<file path="src/rtl/hex_key_event_queue.sv">
// Key event queue behind the hex keypad encoder: suppresses bounce/re-scan repeats
// with a retriggerable hold-off window and buffers accepted codes in a show-ahead FIFO.
module hex_key_event_queue #(
   parameter logic [15:0] HOLDOFF = 16'd1000,
   parameter int unsigned DEPTH   = 4
) (
   input  logic                     clock,
   input  logic                     reset,
   input  logic [3:0]               Code,
   input  logic                     Valid,
   input  logic                     Key_Ready,
   input  logic                     Clear,
   output logic [3:0]               Key_Data,
   output logic                     Key_Valid,
   output logic [$clog2(DEPTH):0]   Count,
   output logic                     Overflow,
   output logic                     Busy,
   output logic                     dbg_state_o
);

   localparam int unsigned AW = $clog2(DEPTH);
   localparam logic [AW:0] FULL_C = (AW+1)'(DEPTH);

   typedef enum logic {
      IDLE    = 1'b0,
      LOCKOUT = 1'b1
   } state_e;

   state_e          state_q, state_d;
   logic [15:0]     timer_q, timer_d;
   logic [3:0]      last_q, last_d;
   logic [3:0]      mem_q [DEPTH];
   logic [AW-1:0]   wr_ptr_q, wr_ptr_d;
   logic [AW-1:0]   rd_ptr_q, rd_ptr_d;
   logic [AW:0]     count_q, count_d;
   logic            ovf_q, ovf_d;

   logic            accept;
   logic            push;
   logic            pop;
   logic            drop;

   // Consumer handshake: Key_Valid means Key_Data holds the head event; the head is
   // consumed on a rising edge where Key_Valid and Key_Ready are both 1, and
   // Key_Ready while Key_Valid is 0 has no effect.
   always_comb begin
      state_d = state_q;
      timer_d = timer_q;
      last_d  = last_q;
      accept  = 1'b0;

      case (state_q)
         IDLE: begin
            if (Valid) begin
               accept  = 1'b1;
               last_d  = Code;
               timer_d = HOLDOFF;
               state_d = LOCKOUT;
            end
         end
         LOCKOUT: begin
            if (Valid) begin
               timer_d = HOLDOFF;
               if (Code != last_q) begin
                  accept = 1'b1;
                  last_d = Code;
               end
            end else if (timer_q == 16'd1) begin
               timer_d = 16'd0;
               state_d = IDLE;
            end else begin
               timer_d = timer_q - 16'd1;
            end
         end
         default: begin
            state_d = IDLE;
            timer_d = 16'd0;
         end
      endcase
   end

   // A full queue still takes a new event when the head leaves on the same edge.
   always_comb begin
      pop      = (count_q != '0) && Key_Ready;
      push     = accept && ((count_q < FULL_C) || pop);
      drop     = accept && !push;
      wr_ptr_d = push ? wr_ptr_q + AW'(1) : wr_ptr_q;
      rd_ptr_d = pop  ? rd_ptr_q + AW'(1) : rd_ptr_q;
      count_d  = count_q;
      if (push && !pop) begin
         count_d = count_q + {{AW{1'b0}}, 1'b1};
      end else if (pop && !push) begin
         count_d = count_q - {{AW{1'b0}}, 1'b1};
      end
      ovf_d = ovf_q;
      if (drop) begin
         ovf_d = 1'b1;
      end else if (Clear) begin
         ovf_d = 1'b0;
      end
   end

   always_ff @(posedge clock or negedge reset) begin
      if (!reset) begin
         state_q  <= IDLE;
         timer_q  <= 16'd0;
         last_q   <= 4'd0;
         wr_ptr_q <= '0;
         rd_ptr_q <= '0;
         count_q  <= '0;
         ovf_q    <= 1'b0;
      end else begin
         state_q  <= state_d;
         timer_q  <= timer_d;
         last_q   <= last_d;
         wr_ptr_q <= wr_ptr_d;
         rd_ptr_q <= rd_ptr_d;
         count_q  <= count_d;
         ovf_q    <= ovf_d;
      end
   end

   // Storage is cleared on reset so Key_Data reads 0 until the first push.
   always_ff @(posedge clock or negedge reset) begin
      if (!reset) begin
         for (int i = 0; i < int'(DEPTH); i++) begin
            mem_q[i] <= 4'd0;
         end
      end else if (push) begin
         mem_q[wr_ptr_q] <= Code;
      end
   end

   assign Key_Data    = mem_q[rd_ptr_q];
   assign Key_Valid   = (count_q != '0);
   assign Count       = count_q;
   assign Overflow    = ovf_q;
   assign Busy        = (state_q == LOCKOUT);
   assign dbg_state_o = state_q;

endmodule

</file>
<file path="config.mk">
export PLATFORM = sky130hd
export DESIGN_NAME = hex_key_event_queue
export DESIGN_NICKNAME = d
export VERILOG_FILES = /design/src/rtl/hex_key_event_queue.sv
export SDC_FILE = /design/constraint.sdc
export NUM_CORES = 1
export LEC_CHECK = 0
export ABC_AREA = 1
export CORE_UTILIZATION = 55
export DETAILED_ROUTE_END_ITERATION = 8
export DONT_BUFFER_PORTS = 1
export HOLD_SLACK_MARGIN = 0.1
export PLACE_DENSITY = 0.82
export SKIP_LAST_GASP = 1
export SYNTH_ARGS = -nofsm -noshare
export SYNTH_HDL_FRONTEND = slang
export SYNTH_SLANG_ARGS = --single-unit
</file>
<file path="constraint.sdc">
create_clock -name clock -period 2 [get_ports clock]
set_input_delay 0.4 -clock clock [delete_from_list [all_inputs] [get_ports clock]]
set_output_delay 0.4 -clock clock [all_outputs]
set_load 0.05 [all_outputs]
</file>
After elaboration in Yosys (flattened, before gate mapping)
Cells that the tools add are included.
{"block": "totals", "ff_bits": 45, "in_bits": 9, "output_inout_bits": 11, "elab_cells": 66}
{"block": "op_classes", "add_sub_neg": 5, "n_lt_le_gt_ge": 4, "eq_ne": 5, "mux": 25, "bitwise": 3, "reduce_logical": 13}
{"operator": "two-way mux 16 bit", "count": 3}
{"operator": "one-hot mux 16 bit (2 select lines)", "count": 1}
{"operator": "two-way mux 4 bit", "count": 6}
{"operator": "bitwise mux 16 bit", "count": 1}
{"operator": "equality test 16 x 1 -> 1 bit, second input constant", "count": 1}
{"operator": "subtractor 16 x 1 -> 16 bit, second input constant", "count": 1}
{"operator": "binary-select mux 4 bit (select 2 bit)", "count": 1}
{"operator": "demux 4 bit (select 2 bit)", "count": 1}
{"operator": "one-hot mux 4 bit (2 select lines)", "count": 1}
{"operator": "two-way mux 1 bit", "count": 7}
{"operator": "greater-or-equal comparator 3 bit, second input constant", "count": 2}
{"operator": "logical AND 1 bit", "count": 6}
{"operator": "two-way mux 3 bit", "count": 2}
{"operator": "NOT 2 -> 3 bit", "count": 2}
{"operator": "adder 2 x 1 -> 2 bit, second input constant", "count": 2}
{"operator": "inequality test 2 bit, second input constant", "count": 2}
{"operator": "inequality test 4 bit", "count": 1}
{"operator": "one-hot mux 1 bit (2 select lines)", "count": 2}
{"operator": "nonzero test 2 bit", "count": 2}
{"operator": "adder 3 x 1 -> 3 bit, second input constant", "count": 1}
{"operator": "< comparator 3 x 1 -> 1 bit, second input constant", "count": 1}
{"operator": "< comparator 3 bit, second input constant", "count": 1}
{"operator": "AND reduction 3 bit", "count": 1}
{"operator": "nonzero test 3 bit", "count": 1}
{"operator": "5 further kinds", "count": 6}

Depth between registers and ports, before layout
Gate-level depths: netlist (run 1).
{"block": "depth", "word_depth": 9, "mapped_depth": 14, "mapped_depth_nobuf": 13}

Worst setup path after synthesis (run 1)
OpenSTA, ideal clock, no wires.
{"block": "synth_timing", "kind": "register to register", "start": "reg count_q[0], in the netlist Count[0]", "end": "reg count_q[1], in the netlist Count[1]", "setup_time_ns": 0.125, "arrival_time_ns": 2.228, "required_ns": 1.875, "setup_slack_ns": -0.352, "path_stages_with_launch": 8, "path_buffers": 0, "synth_period_minus_slack_ns": 2.352, "cell_sequence": "dfrtp_1 nor2_1 nand2_1 nand2_1 ha_1 inv_1 fa_1 mux2_2"}
{"block": "synth_between", "word_cells_on_any_way": 14, "cone_classes": "add/sub: 2; order compare: 1; mux: 2; reduce/logical: 9"}
{"item": "start: declaration", "line_no": "35", "rtl": "logic [AW:0] count_q, count_d;"}
{"item": "start signal: assignment", "line_no": "118", "rtl": "count_q <= count_d;"}
{"item": "nonzero test 3 bit (*)"}
{"item": "via Key_Valid", "line_no": "14", "rtl": "output logic Key_Valid,"}
{"item": "logical AND 1 bit (*)", "line_no": "84", "rtl": "pop = (count_q != '0) && Key_Ready;"}
{"item": "logical OR 1 bit", "line_no": "85", "rtl": "push = accept && ((count_q < FULL_C) || pop);"}
{"item": "logical AND 1 bit", "line_no": "85"}
{"item": "logical AND 1 bit (*)", "line_no": "90", "rtl": "if (push && !pop) begin"}
{"item": "two-way mux 3 bit (*)", "line_no": "90"}
{"item": "via count_d[1]", "line_no": "35"}
The timed path passes the listed nets; every way through them passes the cells marked *. The select of a mux whose other input is x is not followed.
A chain may end at the register's enable or synchronous reset.

Worst setup path in the final report (run 1)
{"block": "layout_timing", "start": "reg last_q[1]", "end": "reg count_q[2], in the netlist Count[2]"}
{"block": "layout_between", "elab_chain_cells": 8, "word_cells_on_any_way": 10, "cone_classes": "eq/ne: 1; mux: 4; reduce/logical: 5"}
{"item": "start: declaration", "line_no": "31", "rtl": "logic [3:0] last_q, last_d;"}
{"item": "start signal: assignment", "line_no": "115", "rtl": "last_q <= last_d;"}
{"item": "inequality test 4 bit (*)", "line_no": "64", "rtl": "if (Code != last_q) begin"}
{"item": "two-way mux 1 bit (*)", "line_no": "64"}
{"item": "two-way mux 1 bit (*)", "line_no": "62", "rtl": "if (Valid) begin"}
{"item": "one-hot mux 1 bit (2 select lines) (*)", "line_no": "52", "rtl": "case (state_q)"}
{"item": "logical AND 1 bit (*)", "line_no": "85"}
{"item": "via push", "line_no": "39", "rtl": "logic push;"}
{"item": "logical NOT 1 bit", "line_no": "92", "rtl": "end else if (pop && !push) begin"}
{"item": "logical AND 1 bit", "line_no": "92"}
{"item": "nonzero test 2 bit (no source line)"}
The timed path passes the listed nets; every way through them passes the cells marked *.

==> impl_metrics.ini, run 1 <==
[synth]
synth_edf_count = 0
synth_most_common_cell = nand2_1
synthTopCellsByCount = nand2_1 (92), dfrtp_1 (45), nor2_1 (36)
yosys-top-cells-area = dfrtp_1 (45%), nand2_1 (14%), nor2_1 (5.4%)
syn-num-nets = 334
ys.flop_type = dfrtp_1
netlist_area_um2 = 2510
yosys_warnings = 0
netlist-cell-type-count = 29
yosys.area.top_type_share_pct = 44.9
synth-seq-area-share_pct = 44.9
ys_ff_latch = 45
async_flop_share_pct = 100
synth_area_leader_cell = dfrtp_1
syn_avg_cell_area_um2 = 7.91
netlist_instances = 317

[place]
finalWeightedCongestion = 0.881
port-buffer-count = 0
placed_area_um2 = 2620
dp_hpwl_um = 3980

[power]
peakVddDrop_mv = 0.834
power_density_nw_per_um2 = 1290
p_leak_nw = 1.37

[timing]
skew_ns = 0.0106
worst_pin_slew_ns = 0.475
rsz0062_at_grt = true
period_minus_slack_ns = 2.02
hold_viol = 0
finalSetupTns_ns = -0.0173
setup_ws_ns = -0.0173
finalCritPeriodShare_pct = 101
maxClockFrequency_ghz = 0.496
slew-limit-headroom_pct = 68.4
maxSlewViolCount = 0
finalSetupViolCount = 1

[clocking]
htree_levels = 2
clock_path_buffers = 2
cts_root_buf = clkbuf_8
cts_buffers = 5
cts_tree = done
path_clk_slew_ns = 0.08
clk_latency_ns = 0.31
numClockSinks = 45

[cells_and_area]
drive_gt1_share_pct = 18.8
fin_area_um2 = 2850
final_core_util_pct = 65.5
n_antenna_cell = 0
multi_input_area_um2 = 1240
syn_to_final_growth_pct = 13.8
regArea_um2 = 1130
fill_cells = 347
final_nets = 356

[detailed_routing]
drt-pass1-iter-count = 4
wl_per_cell_um = 14.7
dr.first_iter.drc_count = 153
vias = 2196
wl_um = 5770
viasPerCell = 5.60
drc_errors = 0
drtAntennaViolNets = 0

[critical_path]
cp-start-kind = flop
crit_arrival_ns = 2.21
path_buf_inv = 2
cp_max_fo = 3
r2r_start = last_q[1]
path_common_cell = nand2_1
path_delay_family = adder cells
end_kind = flop
cp.depth = 13
worstPathRequired_ns = 2.19
rrSetupSlack_ns = -0.02
slowest_delay_ns = 0.40
path_cells = inv_1 > nand2_1 > nand2_1 > nor2_2 > nand3_2 > nand2_2 > nor2_4 > ha_4 > inv_2 > fa_2 > a21oi_2 > o21ai_1 > xor2_1
rr_worst_depth = 13
slowest_stage = dfrtp_1
r2r_end = Count[2]
cp-startpoint = last_q[1]
path_class = flop to flop
worstSetupEndpoint = Count[2]

[die]
start_util_pct = 57.6
die_x_um = 69.5
core_um2 = 4350
dieArea_um2 = 4830
rows = 24
pin_count = 20
fp.dieH_um = 69.5

[outcome]
violations = negative setup slack
status = finished, violations left

[global_routing]
antenna_found_initial = 0
grt.overflow.total = 0
grt_max_degree = 46
grt_pass1_vias = 2060
grt_first_pass_wirelength_um = 9460
grt_usage_pct = 24.8

[flow_run]
maxCapViolations = 0

[hold_path]
worstHoldPathType = primary input to flop
-- metrics by stage --
step / hold slack, ns / worst slack (ns) / instances / power (mW)
finish: 0.195 / -0.0173 / 392 / 3.67
global route: 0.183 / -0.153 / 392 / 3.90
CTS: 0.190 / 0.0127 / 384 / 3.57
detailed placement: 0.105 / -0.0456 / 372 / 2.94
global placement: 0.106 / 0.0344 / 372 / 2.87
floorplan: 0.104 / -0.106 / 317 / 2.53
-- cell type report --
class,count,share of cell area (%)
Timing Repair Buffer,24,7.11
Sequential cell,45,39.7
Inverter,32,4.34
Tap cell,52,2.28
Multi-Input combinational cell,231,43.4
Clock buffer,8,3.16
-- registers in the layout (all words and copies together), names as in the netlist --
name and flops:
mem_q 16, timer_q 16, last_q 4, Count 3, rd_ptr_q 2, wr_ptr_q 2
Busy 1, Overflow 1
-- cell usage in the layout (no fill, tap or decap), types with 2 or more instances in the layout --
cell	netlist	layout
nor2_4	1	2
dfrtp_2	0	5
nor2_1	36	34
inv_2	8	11
buf_4	2	22
nor2_2	3	4
dfrtp_1	45	40
o21ai_1	10	11
nand2_2	2	3
nand4_1	20	20
nand3_2	3	3
o21ai_0	12	11
inv_1	24	20
clkbuf_1	1	2
nand2_1	92	91
clkbuf_8	0	6
xor2_1	8	8
nand3_1	8	8
a21oi_2	1	2
o22ai_1	11	11
ha_1	7	6
xnor2_1	5	5
a21oi_1	7	6
-- power by group --
| part | internal (mW) | switching, mW |
|---|---|---|
| Clock | 0.282 | 0.315 |
| Combinational | 0.588 | 1.10 |
| Sequential | 1.17 | 0.210 |
| Total | 2.04 | 1.63 |
-- metal layers --
| layer | GRT usage [%] | vias to the layer above | routed length, µm | share of wire [%] |
|---|---|---|---|---|
| met3 | 6.10 | 10 | 256 | 4.4 |
| met5 | 0 | - | 0 | 0 |
| met4 | 7.03 | 0 | 97 | 1.7 |
| li1 | - | 1074 | - | - |
| met2 | 40.1 | 48 | 2760 | 48 |
| met1 | 33.1 | 1064 | 2650 | 46 |
-- what timing repair did --
action | in CTS | in global routing
setup buffers | 2 | 8
endpoints found under the setup margin | 2 | 6
hold buffers | 2 | 0
pin swaps | 2 | 7
gates resized for setup | 2 | 7
endpoints found under the hold margin | 45 | 0
-- worst min-delay path by stage --
stage	startpoint	endpoint	slack [ns]	cells after the start
finish	Clear	Overflow	0.19	1
global route	Clear	Overflow	0.18	1
CTS	Clear	Overflow	0.19	1
detailed placement	reset	mem_q[8]	0.11	0
global placement	reset	mem_q[15]	0.11	0
floorplan	reset	Busy	0.10	0
-- kinds of logic after synthesis --
group | synth area share [%]
compound gates | 9.19
xor+xnor | 4.54
fa+ha+maj | 4.29
buf+inv | 6.94
flops | 44.9
mux | 0.449
simple gates | 29.7
Power figures use the tool's default switching activity.
==> run 2: changes to the inputs <==
ABC_AREA = unset   (was 1)
PLACE_DENSITY = 0.73   (was 0.82)
==> run 2 against run 1 <==
Global-route usage grew 1.7 points. Synthesized area shrank 4.3%. Synthesized cell count shrank 33%. Critical path depth shrank 5. Worst setup slack lost 0.014 ns. The run still ends with negative setup slack left. Largest power group unchanged. Via count shrank 16%. Sequential cell count is the same.
==> impl_metrics.ini, run 2 <==
[outcome]
status = finished, violations left
violations = negative setup slack

[global_routing]
gr-max-usage-layer = met2
use_met3_pct = 6.83
use_met2_pct = 44.0
grt_usage_pct = 26.5
grt_max_degree = 46
grt.overflow.total = 0
antenna_found_initial = 0
grt_pass1_vias = 1823
grt_first_pass_wirelength_um = 8820
use_met1_pct = 32.8

[place]
finalWeightedCongestion = 0.863
dp_hpwl_um = 3910
port-buffer-count = 0
dpl.cell_count = 276

[timing]
finalSetupTns_ns = -0.0363
setup_ws_ns = -0.0313
maxClockFrequency_ghz = 0.492
slew-limit-headroom_pct = 67.5
skew_ns = 0.00698
finalCritPeriodShare_pct = 102
period_minus_slack_ns = 2.03
maxSlewViolCount = 0
finalSetupViolCount = 3
worst_pin_slew_ns = 0.483
rsz0062_at_grt = true
hold_viol = 0

[clocking]
numClockSinks = 45
htree_levels = 2
clock_path_buffers = 2
cts_buffers = 5
cts_root_buf = clkbuf_8
cts_tree = done
clk_latency_ns = 0.29
path_clk_slew_ns = 0.09

[critical_path]
path_cells = xnor2_2 > nand3_2 > o211ai_1 > inv_1 > ha_4 > inv_2 > fa_2 > mux2_2
slowest_stage = fa_2
cp_max_fo = 2
path_delay_family = adder cells
crit_arrival_ns = 2.21
path_class = flop to flop
end_kind = flop
worstPathRequired_ns = 2.18
path_buf_inv = 2
slowest_delay_ns = 0.42
cp-start-kind = flop

[synth]
yosys.area.top_type_share_pct = 47.0
ys_ff_latch = 45
netlist_instances = 213
async_flop_share_pct = 100
netlist-cell-type-count = 48
syn_avg_cell_area_um2 = 11.3
yosys-top-cells-area = dfrtp_1 (47%), mux2_2 (10%), mux4_2 (3.8%)
ys.flop_type = dfrtp_1
synthTopCellsByCount = dfrtp_1 (45), mux2_2 (22), nor3_1 (10)
netlist_area_um2 = 2400
synth_most_common_cell = dfrtp_1
synth-seq-area-share_pct = 47.0
syn-num-nets = 230
synth_area_leader_cell = dfrtp_1
synth_edf_count = 0
yosys_warnings = 0

[detailed_routing]
vias = 1845
dr.first_iter.drc_count = 192
drtAntennaViolNets = 0
wl_um = 5420
viasPerCell = 6.32
wl_per_cell_um = 18.6
drc_errors = 0
drt-pass1-iter-count = 4

[cells_and_area]
regArea_um2 = 1130
multi_input_area_um2 = 1280
final_cell_mix = dfrtp_1 (39), buf_4 (30), mux2_2 (22)
final_nets = 258
reg.largest.list = mem_q (16), timer_q (16), last_q (4)
syn_to_final_growth_pct = 20.4
instances_no_fill = 292
drive_gt1_share_pct = 37.2
mostFrequentLayoutCell = dfrtp_1
n_antenna_cell = 0
fill_cells = 291

[hold_path]
worstHoldPathType = primary input to flop

[die]
dieArea_um2 = 4630
pin_count = 20
rows = 23
core_um2 = 4090
start_util_pct = 58.7
die_x_um = 68.0
fp.dieH_um = 68.0

[power]
power_density_nw_per_um2 = 1270
p_comb_share_pct = 41.4
p_sw_mw = 1.43
swShare_pct = 38.8
p_leak_nw = 1.14
pwr-share-clk_pct = 19.4
internal-power_mw = 2.25
peakVddDrop_mv = 1.03
p_seq_share_pct = 39.2

[flow_run]
maxCapViolations = 0
[run 2: layout make-up]
cell class / instances / area share (%)
Clock inverter: 2 / 1.30
Tap cell: 50 / 2.17
Clock buffer: 6 / 2.86
Inverter: 8 / 1.04
Sequential cell: 45 / 39.3
Timing Repair Buffer: 32 / 9.11
Multi-Input combinational cell: 149 / 44.2
[run 2: power by group through the flow]
| stage | registers [mW] | clock network, mW | logic, mW |
|---|---|---|---|
| global placement | 1.42 | 0 | 1.41 |
| CTS | 1.44 | 0.726 | 1.52 |
| floorplan | 1.48 | 0 | 1.10 |
| detailed placement | 1.46 | 0 | 1.48 |
| finish | 1.44 | 0.712 | 1.52 |
| global route | 1.48 | 0.766 | 1.63 |
[run 2: worst register-to-register path: stages, from the launching register on]
cell,delay (ns)
dfrtp_1,0.41
xnor2_2,0.17
nand3_2,0.11
o211ai_1,0.22
inv_1,0.10
ha_4,0.17
inv_2,0.05
fa_2,0.42
mux2_2,0.26
[run 2: logic make-up (layout without fill, tap and decap cells)]
kind of cell,count (synthesis),count (layout),share of synthesized area (%)
AOI/OAI and AO/OA,37,37,10.6
muxes,27,27,14.5
DFF,45,45,47.0
and+or+nand+nor,66,67,16.1
adders and majority gates,8,8,4.49
xor gates and xnor gates,10,10,3.65
buffers and inverters,20,48,3.65
[run 2: timing repair]
item	CTS	global route
setup endpoints to repair	9	11
buffers inserted	2	3
gates cloned	0	1
hold endpoints to repair	45	0
hold buffers	2	0
pin swaps	4	3
gates resized for setup	2	7
[run 2: path summary, 6_finish.rpt]
kind | from | to | slack, ns | cells past startpoint
worst max-delay path | last_q[2] | Count[1] | -0.03 | 8
worst min-delay path | Valid | timer_q[15] | 0.15 | 1
worst max register to register | last_q[2] | Count[1] | -0.03 | 8
worst min register to register | Count[2] | Count[2] | 0.50 | 1
max in group asynchronous | reset | Count[0] | 1.17 | 2
min in group asynchronous | reset | timer_q[12] | 0.58 | 2
[run 2: per-layer routing]
metal,up-vias,routed length (µm)
met3,12,244
met1,923,2270
li1,853,-
met5,-,0
met4,0,94
met2,57,2810
[run 2: per-stage QoR]
| step | utilization, % | power [mW] | cell area [µm²] | setup WS (ns) | hold WS [ns] |
|---|---|---|---|---|---|
| global route | 70.6 | 3.87 | 2890 | -0.153 | 0.137 |
| CTS | 69.0 | 3.69 | 2820 | -0.0707 | 0.152 |
| detailed placement | 64.7 | 2.94 | 2650 | -0.118 | 0.105 |
| finish | 70.6 | 3.68 | 2890 | -0.0313 | 0.155 |
| global placement | 64.7 | 2.83 | 2650 | -0.0279 | 0.106 |
| floorplan | - | 2.57 | 2450 | -0.123 | 0.104 |
